==> src/rtl/cond_ctrl_pipe.sv <==
// Control-word pipeline behind Decode: ARM condition gating in Execute, NZCV register,
// per-stage stall/flush with valid tracking, and a conservative pending-PC-write flag.
module cond_ctrl_pipe #(
    parameter int CW   = 8,
    parameter int NSTG = 3
) (
    input  logic                clk,
    input  logic                reset,
    input  logic                d_valid,
    input  logic [CW-1:0]       d_ctrl,
    input  logic [3:0]          d_cond,
    input  logic [1:0]          d_flagwr,
    input  logic [NSTG-1:0]     stall,
    input  logic [NSTG-1:0]     flush,
    input  logic [3:0]          alu_flags,
    output logic [NSTG*CW-1:0]  stg_ctrl,
    output logic [NSTG-1:0]     stg_valid,
    output logic [CW-1:0]       e_ctrl_gated,
    output logic [3:0]          flags,
    output logic                cond_pass_e,
    output logic                branch_taken_e,
    output logic                pc_wr_pending
);

    logic [NSTG-1:0]          sv_q, sv_d;
    logic [NSTG-1:0][CW-1:0]  sc_q, sc_d;
    logic [3:0]               cond_q, cond_d;
    logic [1:0]               fw_q, fw_d;
    logic [3:0]               flags_q, flags_d;
    logic                     cond_true;

    always_comb begin
        cond_true = 1'b0;
        unique case (cond_q)
            4'h0: cond_true = flags_q[2];
            4'h1: cond_true = !flags_q[2];
            4'h2: cond_true = flags_q[1];
            4'h3: cond_true = !flags_q[1];
            4'h4: cond_true = flags_q[3];
            4'h5: cond_true = !flags_q[3];
            4'h6: cond_true = flags_q[0];
            4'h7: cond_true = !flags_q[0];
            4'h8: cond_true = flags_q[1] & !flags_q[2];
            4'h9: cond_true = !flags_q[1] | flags_q[2];
            4'hA: cond_true = (flags_q[3] == flags_q[0]);
            4'hB: cond_true = (flags_q[3] != flags_q[0]);
            4'hC: cond_true = !flags_q[2] & (flags_q[3] == flags_q[0]);
            4'hD: cond_true = flags_q[2] | (flags_q[3] != flags_q[0]);
            4'hE: cond_true = 1'b1;
            4'hF: cond_true = 1'b0;
        endcase
    end

    always_comb begin
        cond_pass_e       = sv_q[0] & cond_true;
        e_ctrl_gated      = sc_q[0];
        e_ctrl_gated[3:0] = sc_q[0][3:0] & {4{cond_pass_e}};
        branch_taken_e    = cond_pass_e & sc_q[0][3];
    end

    always_comb begin
        sv_d    = sv_q;
        sc_d    = sc_q;
        cond_d  = cond_q;
        fw_d    = fw_q;
        flags_d = flags_q;
        if (flush[0]) begin
            sv_d[0] = 1'b0;
            sc_d[0] = '0;
            cond_d  = '0;
            fw_d    = '0;
        end else if (!stall[0]) begin
            sv_d[0] = d_valid;
            sc_d[0] = d_valid ? d_ctrl : '0;
            cond_d  = d_valid ? d_cond : 4'h0;
            fw_d    = d_valid ? d_flagwr : 2'b00;
        end
        // A stage whose upstream is holding must not duplicate that content downstream.
        for (int k = 1; k < NSTG; k++) begin
            if (flush[k]) begin
                sv_d[k] = 1'b0;
                sc_d[k] = '0;
            end else if (stall[k]) begin
                sv_d[k] = sv_q[k];
            end else if (stall[k-1]) begin
                sv_d[k] = 1'b0;
                sc_d[k] = '0;
            end else begin
                sv_d[k] = sv_q[k-1];
                sc_d[k] = (k == 1) ? e_ctrl_gated : sc_q[k-1];
            end
        end
        // Flags commit only when the Execute instruction actually moves on to stage 1.
        if (cond_pass_e && !stall[0] && !flush[1]) begin
            if (fw_q[1]) flags_d[3:2] = alu_flags[3:2];
            if (fw_q[0]) flags_d[1:0] = alu_flags[1:0];
        end
    end

    always_ff @(posedge clk or negedge reset) begin
        if (!reset) begin
            sv_q    <= '0;
            sc_q    <= '0;
            cond_q  <= '0;
            fw_q    <= '0;
            flags_q <= '0;
        end else begin
            sv_q    <= sv_d;
            sc_q    <= sc_d;
            cond_q  <= cond_d;
            fw_q    <= fw_d;
            flags_q <= flags_d;
        end
    end

    always_comb begin
        pc_wr_pending = (d_valid & d_ctrl[0]) | (sv_q[0] & sc_q[0][0]);
        for (int k = 1; k < NSTG; k++)
            pc_wr_pending = pc_wr_pending | sc_q[k][0];
    end

    assign stg_ctrl  = sc_q;
    assign stg_valid = sv_q;
    assign flags     = flags_q;

endmodule
==> config.mk <==
export PLATFORM = sky130hd
export DESIGN_NAME = cond_ctrl_pipe
export DESIGN_NICKNAME = d
export VERILOG_FILES = /design/src/rtl/cond_ctrl_pipe.sv
export SDC_FILE = /design/constraint.sdc
export NUM_CORES = 1
export LEC_CHECK = 0
export BUFFER_PORTS_ARGS = -buffer_cell sky130_fd_sc_hd__buf_2
export CAP_MARGIN = 20
export CORE_AREA = 2 2 62 70
export DETAILED_ROUTE_END_ITERATION = 7
export DIE_AREA = 0 0 64 72
export GPL_ROUTABILITY_DRIVEN = 0
export PLACE_DENSITY = 0.78
export SLEW_MARGIN = 40
export SYNTH_ARGS = -nofsm -noshare
export SYNTH_HDL_FRONTEND = slang
export SYNTH_SLANG_ARGS = --single-unit
==> constraint.sdc <==
create_clock -name clk -period 2.35 [get_ports clk]
set_input_delay 0.1175 -clock clk [delete_from_list [all_inputs] [get_ports clk]]
set_output_delay 0.1175 -clock clk [all_outputs]
set_load 0.01 [all_outputs]
==> reports/results.txt <==
Result of the run -> finished clean
CP Data Required Time -> 2.23 ns
CP max stage delay -> 0.53 ns
Place WS -> 0.209 ns
Summed negative setup slack over all endpoints -> 0 ns
Remaining DRCs -> 0
Element type at the critical path start -> flip-flop
Pwr/cell area -> 551 nW/µm²
Die height -> 72 µm
Worst setup slack after layout -> 0.0929 ns
Count of placed standard cells in the final layout, fillers left out -> 294
Share of the synthesized area in the top cell type -> 51.1%
Sequential share of the synthesized area -> 51.1%
Cts bufs inserted -> 5
Cell family contributing the most delay on the critical path -> simple AND/OR/NAND/NOR gates
Row cnt -> 24
Final Setup Violations -> 0
Die Width -> 64 µm
Class of the tightest hold or removal check -> in2reg
Fraction of the mapped netlist area in adder cells -> 0%
Kind of capture point of the worst setup path -> output port
Clock Root Buffer -> sky130_fd_sc_hd__clkbuf_8
Core Region -> 3870 µm²
Peak supply drop -> 0.297 mV
Count of port buffers added during placement -> 68
Largest driver fanout on the critical path -> 7
Multiplexer share of the synthesized area -> 3.04%
Clock power frac -> 34.8%
Worst-case clock skew -> 0.00527 ns
Synth Instances -> 181
Via count of the first global-routing pass -> 1503
GRT Util Overall -> 19.8%
Via/cell ratio -> 5.34
Fraction of the mapped netlist area in simple logic gates -> 19.9%
Diodes inserted -> 0
Total number of nets in the final design -> 268
Initial Utilization -> 46.7%
Source-to-sink clock delay at the later pin of the worst-skew pair -> 0.29 ns
Ordered cell list for the critical path -> or4b_1 -> o2111ai_1 -> a221oi_2 -> a21boi_4 -> and2_2 -> buf_2
Maximum capacitance violations -> 0
Cell taking the most area after synthesis -> sky130_fd_sc_hd__dfrtp_1
Switching pwr -> 0.000316 W
Clk pin slew, worst setup/hold paths -> 0.07 ns
Relative slew margins -> 62.2%
Count of unique library cells instantiated by Yosys -> 36
CP max-delay cell -> sky130_fd_sc_hd__or4b_1
Estimated wirelength of the detail-placed design -> 3000 µm
CTS tree -> built
DRT iter0 DRCs -> 77
Routed vias -> 1570
Number of optimization iterations in the first detailed-route pass -> 4
Transition time at the pin with the least slew margin -> 0.564 ns
Relative area change from synthesis to final layout -> 22.5%
Switching share of power -> 25.8%
Critical Setup Path Class -> reg2out
Fin crit share -> 96.0%
Combinational power share -> 10.7%
Crit path arrival time -> 2.14 ns
Fraction of final layout cells with drive strength greater than 1 -> 39.7%
Global-route wire length before repair -> 6980 µm
Portion of total power attributed to sequential cells -> 54.5%
Share of the synthesized netlist area taken by xor and xnor gates -> 1.45%
Netlist area before placement -> 1810 µm²
Routed wirelength normalized by instance count -> 14.1 µm
Period minus WS final -> 2.26 ns
Dominant combinational cell family by area after synthesis -> simple AND/OR/NAND/NOR gates
Synthesized net count -> 208
Maximum number of pins on one net before global-route repair -> 38
Remaining global-route overflow -> 0
Maximum clock path buffer count -> 2
Total instance count after detailed placement -> 284
Syn. warnings -> 0
Antenna violations before repair -> 0
Highest attainable clock frequency -> 443 MHz
Fraction of the mapped netlist area in compound gates -> 17.1%
Aggregate routed wire length -> 4150 µm
Number of buffers and inverters on the critical path -> 1
Unrepaired setup endpoints after global routing -> false
Number of clock sinks -> 37
Flops & latches, synth -> 37
Leak Pwr -> 1.17 nW
H-tree level count -> 2
DIE AREA -> 4610 µm²
Biggest area contributors in the synthesized netlist -> sky130_fd_sc_hd__dfrtp_1 51%, sky130_fd_sc_hd__nor2_1 7.9%, sky130_fd_sc_hd__a21oi_1 5.5%, sky130_fd_sc_hd__nor3b_1 2.9%, sky130_fd_sc_hd__a22oi_1 2.5%
Count of filler cells inserted in the layout -> 367
Number of max-slew violations in the final report -> 0
Average footprint of a synthesized cell -> 10.0 µm²
# IOs -> 69
Final-report hold violation count -> 0
Final antenna-violating net count -> 0
Int Pwr -> 0.000906 W
[metrics by stage]
stage                     hold WS, ns  power (W)  utilization [%]  instance area (µm²)
after floorplan                -0.178   0.000755                -                 1810
after detailed placement        0.259   0.000806             54.0                 2090
final                          0.0612    0.00122             57.2                 2220
after CTS                      0.0459    0.00124             56.9                 2200
after global placement          0.243   0.000802             54.0                 2090
after global routing           0.0446    0.00129             57.2                 2220
[cells by family after synthesis]
group | count (synthesis)
AOI/OAI and AO/OA | 43
xor gates and xnor gates | 3
buffers and inverters | 19
DFF | 37
muxes | 5
and+or+nand+nor | 74
[area by class of cell]
class / count / area, µm² / area share, %
inverter: 2 / 7.51 / 0.339
tap: 52 / 65.1 / 2.93
clock inverter: 2 / 10.0 / 0.451
timing repair buffer: 70 / 360 / 16.3
clock buffer: 6 / 72.6 / 3.27
multi-input combinational: 125 / 772 / 34.8
sequential: 37 / 930 / 41.9
[sequential cells by signal (all words and copies together), names as in the netlist]
name and count:
cond_q 4, e_ctrl_gated 4, stg_valid 3, stg_ctrl 20, fw_q 2, flags 4
[cells in the final DEF, fill, tap and decap left out, drive strengths merged]
| cell type | count |
|---|---|
| nor2b | 2 |
| xor2 | 1 |
| a22o | 5 |
| nor4 | 1 |
| a21boi | 1 |
| inv | 2 |
| a32o | 4 |
| dfrtp | 37 |
| nand3 | 3 |
| or2 | 1 |
| buf | 69 |
| xnor2 | 2 |
| and2b | 1 |
| o2111ai | 1 |
| o31ai | 2 |
| nand2 | 12 |
| nor2 | 38 |
| nor3b | 7 |
| mux2i | 1 |
| dlygate4sd3 | 1 |
| a22oi | 6 |
| clkbuf | 6 |
| o41a | 1 |
| nand2b | 1 |
| and2 | 4 |
| nor3 | 1 |
| o211a | 1 |
| nand3b | 1 |
| a221oi | 2 |
| or4b | 1 |
| mux2 | 4 |
| and3 | 1 |
| clkinv | 2 |
| a21oi | 20 |
[repair_timing]
item,CTS,global route
gates resized for setup,2,4
hold buffers,1,0
setup buffers,1,0
endpoints found under the setup margin,5,5
hold endpoints to repair,37,0
pin swaps,1,2
[power by group through the flow]
stage                     registers [W]  logic [W]  clock network, W
after CTS                      0.000665   0.000132          0.000445
after floorplan                0.000676  0.0000786                 0
after detailed placement       0.000677   0.000129                 0
after global placement         0.000676   0.000126                 0
after global routing           0.000668   0.000148          0.000475
final                          0.000666   0.000131          0.000425
[synthesized netlist by cell type, drive strengths merged]
cell and instances:
a21boi 1, a21oi 20, a221oi 2, a22o 5, a22oi 6, a32o 4
and2 4, and2b 1, and3 1, buf 9, clkbuf 8, dfrtp 37
inv 2, mux2 4, mux2i 1, nand2 12, nand2b 1, nand3 3
nand3b 1, nor2 38, nor2b 2, nor3 1, nor3b 7, nor4 1
o2111ai 1, o211a 1, o31ai 2, o41a 1, or2 1, or4b 1
xnor2 2, xor2 1
[layer usage]
layer | wire length (µm) | vias to the layer above | share of wire (%) | GRT usage [%]
met5 | 0 | - | 0 | 0
met3 | 330 | 5 | 8.0 | 4.81
met2 | 2080 | 82 | 50 | 34.6
met1 | 1670 | 735 | 40 | 22.9
met4 | 65 | 0 | 1.6 | 9.18
li1 | - | 748 | - | -
[path summary, 6_finish.rpt]
kind	start	depth (start not counted)	slack [ns]	end
max reg2reg	flags[2]	5	0.36	flags[3]
min	alu_flags[0]	2	0.06	flags[0]
min reg2reg	stg_ctrl[21]	2	0.52	stg_ctrl[21]
max	flags[2]	6	0.09	branch_taken_e
max in group asynchronous	reset	2	1.68	flags[2]
min in group asynchronous	reset	2	0.33	stg_ctrl[21]
(Power assumes the default switching activity.)
